==> src/rtl/counter_defs.sv <==
// counter_defs: shared direction encodings and sizing helper for the counter library
package counter_defs;
   localparam logic DIR_UP = 1'b1;
   localparam logic DIR_DOWN = 1'b0;
   // bits needed to hold 0..v-1, never less than one
   function automatic int clog2(input longint unsigned v);
      int r;
      longint unsigned x;
      r = 0;
      x = 1;
      while (x < v) begin
         x = x << 1;
         r++;
      end
      return (r < 1) ? 1 : r;
   endfunction
endpackage

==> src/rtl/t_ff_vec.sv <==
// t_ff_vec: WIDTH-bit register of T flip-flops with synchronous active-high reset
module t_ff_vec #(
   parameter int WIDTH = 4,
   parameter int RESET_VAL = 0
) (
   input  logic             clk,
   input  logic [WIDTH-1:0] t,
   input  logic             reset,
   output logic [WIDTH-1:0] q,
   output logic [WIDTH-1:0] qbar
);
   logic [WIDTH-1:0] q_q;
   // each stage toggles when its t bit is set
   always_ff @(posedge clk)
      if (reset) q_q <= WIDTH'(RESET_VAL);
      else q_q <= q_q ^ t;
   assign q = q_q;
   assign qbar = ~q_q;
endmodule

==> src/rtl/t_ff_counter.sv <==
// t_ff_counter: up/down modulo counter with load, terminal count and wrap pulse
module t_ff_counter
   import counter_defs::*;
#(
   parameter int WIDTH = 4,
   parameter int MODULUS = 16,
   parameter int RESET_VAL = 0
) (
   input  logic             clk,
   input  logic             reset,
   input  logic             en,
   input  logic             up,
   input  logic             load,
   input  logic [WIDTH-1:0] din,
   output logic [WIDTH-1:0] q,
   output logic [WIDTH-1:0] qbar,
   output logic             tc,
   output logic             wrap
);
   localparam logic [WIDTH-1:0] MAX = WIDTH'(MODULUS - 1);
   localparam bit FULL = (longint'(MODULUS) == (64'd1 << WIDTH));
   logic [WIDTH-1:0] n, t, ld_val, up_n, dn_n;
   logic wrap_d, wrap_q;
   // next count; full-range modulus relies on natural overflow, otherwise
   // out-of-range states are steered back to 0 (up) or MAX (down)
   always_comb begin
      ld_val = (din > MAX) ? MAX : din;
      up_n = (!FULL && q >= MAX) ? '0 : q + 1'b1;
      dn_n = (!FULL && (q == '0 || q > MAX)) ? MAX : q - 1'b1;
      n = load ? ld_val : en ? ((up == DIR_UP) ? up_n : dn_n) : q;
      t = q ^ n;
      tc = (up == DIR_UP) ? (q == MAX) : (q == '0);
      wrap_d = en && !load && tc;
   end
   t_ff_vec #(.WIDTH(WIDTH), .RESET_VAL(RESET_VAL)) u_reg (
      .clk(clk), .t(t), .reset(reset), .q(q), .qbar(qbar)
   );
   // one-cycle pulse after a wrap transition
   always_ff @(posedge clk)
      if (reset) wrap_q <= 1'b0;
      else wrap_q <= wrap_d;
   assign wrap = wrap_q;
endmodule

==> config.mk <==
export PLATFORM = sky130hd
export DESIGN_NAME = t_ff_counter
export DESIGN_NICKNAME = d
export VERILOG_FILES = /design/src/rtl/counter_defs.sv /design/src/rtl/t_ff_vec.sv /design/src/rtl/t_ff_counter.sv
export SDC_FILE = /design/constraint.sdc
export NUM_CORES = 1
export LEC_CHECK = 0
export CORE_AREA = 10 10 47 49
export DETAILED_ROUTE_END_ITERATION = 10
export DIE_AREA = 0 0 57 59
export PLACE_DENSITY = 0.53
export SETUP_SLACK_MARGIN = 0.1
export SLEW_MARGIN = 20
export SYNTH_ARGS = -nofsm -noshare
export SYNTH_HDL_FRONTEND = slang
export SYNTH_SLANG_ARGS = --single-unit
==> constraint.sdc <==
create_clock -name clk -period 5.4 [get_ports clk]
set_clock_uncertainty 0.2 [all_clocks]
set_input_delay 1.62 -clock clk [delete_from_list [all_inputs] [get_ports clk]]
set_output_delay 1.62 -clock clk [all_outputs]
set_load 0.05 [all_outputs]
**Word level (Yosys, flattened, before mapping)**

Cells that the tools add are included.

- Output and inout bits: 10
- Register bits: 5
- Bits of input ports: 9

- Muxes and demuxes: 5
- $lt $le $gt $ge: 1
- Reductions and logical operators: 4
- Equal/unequal tests: 1
- Bitwise operators: 3
- Add/subtract/negate cells: 2

Operators with widths:

| cell | number |
|---|---|
| two-way mux 4 bit | 4 |
| bitwise XOR 4 bit | 2 |
| adder 4 x 1 -> 4 bit (second input constant) | 1 |
| == test 4 bit (second input constant) | 1 |
| > comparator 4 bit (second input constant) | 1 |
| zero test 4 bit | 1 |
| NOT 4 bit | 1 |
| subtractor 4 x 1 -> 4 bit (second input constant) | 1 |
| logical AND 1 bit | 2 |
| zero test 1 bit | 1 |
| two-way mux 1 bit | 1 |

**Depth between registers and ports, before layout**

- Word-level depth: 6
- Mapped depth: 6
- Depth with buffers taken out: 6

**Hierarchy**

Synthesis repeated with hierarchy kept, for this count alone.

- Cells, all modules: 49
- Area total of the unflattened synthesis: 395.4 um2

By module, submodules not included:

| module | instances | area each (um2) | cells each |
|---|---|---|---|
| t_ff_counter | 1 | 250.2 | 33 |
| t_ff_vec | 1 | 145.1 | 16 |

**Least setup slack after synthesis**

OpenSTA, ideal clock, no wires.

- Kind: input port to output port
- From: in up
- To: out tc
- Cell stages on the path: 2
- Setup slack: 1149 ps
- Arrival: 2431 ps
- Path through: inv_1 o21ai_1

- Cells in the longest elaborated chain, start to end: 1

RTL lines:

| what | RTL line | RTL |
|---|---|---|
| start, declared | t_ff_counter.sv:12 | `input logic up,` |
| two-way mux 1 bit | t_ff_counter.sv:32 | `tc = (up == DIR_UP) ? (q == MAX) : (q == '0);` |
| end, declared | t_ff_counter.sv:17 | `output logic tc,` |

Every way passes these cells.

**Worst setup path in the final report**

Same ends and word-level chain as after synthesis.

==> flow_summary.json <==
{
  "die_x_um": 57,
  "yosysTopAreaCell": "dfxtp_1",
  "cp_max_fo": 5,
  "netlist-cell-type-count": 19,
  "synth.most_common_cell": "inv_1",
  "ir_drop_uv": 136,
  "wl_per_cell_um": 12.0,
  "cts_root_buffer": "clkbuf_4",
  "avgViaCountPerCell": 4.62,
  "slowest_delay_ns": 0.53,
  "grt_usage_pct": 6.10,
  "crit_path_start": "up",
  "synthFlopType": "dfxtp_1",
  "clock_latency_ns": 0.24,
  "finalSetupTns_ns": 0,
  "grt_setup_unrepaired": "false",
  "antenna_found_initial": 0,
  "finalNonFillerCells": 81,
  "dp_cells": 77,
  "worstHoldStart": "u_reg.q[3]$_SDFF_PP0_",
  "post-cts-setup-buffer-count": 0,
  "drive_gt1_share_pct": 7.69,
  "p_leak_nw": 0.236,
  "required_ns": 3.58,
  "critical_path_arrival_ns": 2.71,
  "netlist.area_leader.share_pct": 29.1,
  "design.core.area_um2": 1400,
  "status": "finished clean",
  "yosysWarningCount": 0,
  "synth_area_leaders": "dfxtp_1 29%, ha_1 7.3%, inv_1 6.5%",
  "min_path_type": "reg2reg",
  "core.rowCount": 14,
  "gp_congestion": 0.736,
  "path_clk_slew_ns": 0.05,
  "setup_violations": 0,
  "min_period_ns": 4.53,
  "ant_nets": 0,
  "slew_viol_final": 0,
  "ios": 19,
  "grt_overflow": 0,
  "ys_seq_area_share_pct": 29.1,
  "synthCells": 45,
  "syn-cell-area_um2": 344,
  "fp.dieH_um": 59,
  "routed_wl_um": 970,
  "synth_edf_count": 0,
  "grt_max_degree": 11,
  "dieArea_um2": 3360,
  "endpoint_kind": "output pin",
  "grt_pass1_vias": 388,
  "first_pass_iters": 4,
  "power.density_nw_per_um2": 262,
  "hold_viol_final": 0,
  "cts.sinks": 5,
  "n_antenna_cell": 0,
  "synth_nets": 57,
  "crit_path_cell_trace": "clkdlybuf4s50_1 > inv_1 > o21ai_1 > buf_4",
  "synth_commonest_cells": "6 x inv_1, 5 x dfxtp_1, 5 x nor2_1",
  "critPathBufInv": 3,
  "criticalPathCategory": "in2out",
  "ys_ff_latch": 5,
  "max-clock-path-buffers": 2,
  "rr_endpoint": "u_reg.q[3]$_SDFF_PP0_",
  "post_cts_resized": 0,
  "worstRegToRegCells": 5,
  "cts_tree": "built",
  "worstMarginPinSlew_ns": 0.507,
  "crit_cells": 4,
  "min_to": "u_reg.q[3]$_SDFF_PP0_",
  "start_util_pct": 24.6,
  "reg2reg_from": "u_reg.q[2]$_SDFF_PP0_",
  "cp_slowest_cell": "clkdlybuf4s50_1",
  "area_growth_pct": 62.9,
  "max_slew_margin_pct": 66.1,
  "drv_cap": 0,
  "start_kind": "primary input",
  "critical_path.top_delay_family": "buffers and inverters",
  "nets": 78,
  "grt_first_pass_wirelength_um": 1690,
  "htree_levels": 1,
  "fmax_mhz": 221,
  "initialDrtViolationCount": 11,
  "r2r_setup_slack_ns": 3.46,
  "syn_avg_cell_area_um2": 7.65,
  "cts_buffers": 3,
  "min_period_over_period_pct": 83.8,
  "port_buffers": 18,
  "via_count": 374,
  "postCtsHoldBufs": 0,
  "async_flop_share_pct": 0,
  "hold_depth": 2,
  "drc_errors": 0,
  "place_hpwl_um": 796
}
[cell type report]
class / count / area (µm²)
fillers: 157 / 841
inverters: 6 / 22.5
well taps: 16 / 20.0
repair buffers: 18 / 178
multi-input cells: 32 / 214
flip-flops and latches: 5 / 100
clock buffers: 4 / 26.3
[state kept, by name, indices dropped and copies added, names as in the netlist]
signal	flops
u_reg.q	4
wrap	1
[placed cells by master, fill, tap and decap left out, drive strengths merged]
master / netlist / routed
or4: 1 / 1
clkdlybuf4s50: 0 / 17
mux2i: 2 / 2
nand3: 2 / 2
a21oi: 4 / 4
xnor2: 2 / 2
and4: 1 / 1
buf: 0 / 1
ha: 2 / 2
dfxtp: 5 / 5
o21ai: 3 / 3
and3: 2 / 2
nand2: 2 / 2
nor2b: 2 / 2
nor3: 2 / 2
nor2: 5 / 5
fa: 1 / 1
clkbuf: 2 / 4
nand4: 1 / 1
inv: 6 / 6
[worst min-delay path, stage by stage (launching register included)]
cell     delay [ns]
dfxtp_1        0.39
or4_1          0.13
and3_1         0.12
[worst max-delay path by stage]
stage / to / slack, ns
CTS: tc / 0.87
floorplan: tc / 1.15
detailed placement: tc / 0.87
global route: tc / 0.80
finish: tc / 0.87
global placement: tc / 0.89
[logic make-up (layout without fill, tap and decap cells)]
kind of cell	after synthesis	after routing	synth area share (%)
and+or+nand+nor	18	18	28.0
buffers and inverters	8	28	8.73
AOI/OAI and AO/OA	7	7	10.2
DFF	5	5	29.1
adders and majority gates	3	3	13.1
xor gates and xnor gates	2	2	5.09
muxes	2	2	5.82
[report_power, final]
group	internal, mW	switching, mW
clock	0.0279	0.0154
combinational	0.0242	0.0359
sequential	0.0398	0.00377
total	0.0919	0.0551
[stage by stage]
stage               setup WS (ns)  power [mW]  util, %  instance area, µm²  hold slack [ns]
finish                      0.875       0.147     40.0                 561            0.477
global route                0.801       0.161     40.0                 561            0.549
CTS                         0.871       0.149     40.0                 561            0.487
detailed placement          0.871       0.105     38.1                 534            0.476
global placement            0.895       0.105     38.1                 534            0.462
floorplan                    1.15      0.0829        -                 344            0.698
[layer usage]
| layer | wire (µm) | GRT usage, % | vias up |
|---|---|---|---|
| met4 | 0 | 2.01 | 0 |
| met2 | 419 | 8.53 | 17 |
| met3 | 173 | 6.01 | 0 |
| met1 | 378 | 6.20 | 167 |
| met5 | 0 | 0 | - |
| li1 | - | - | 190 |
Power figures use the tool's default switching activity.
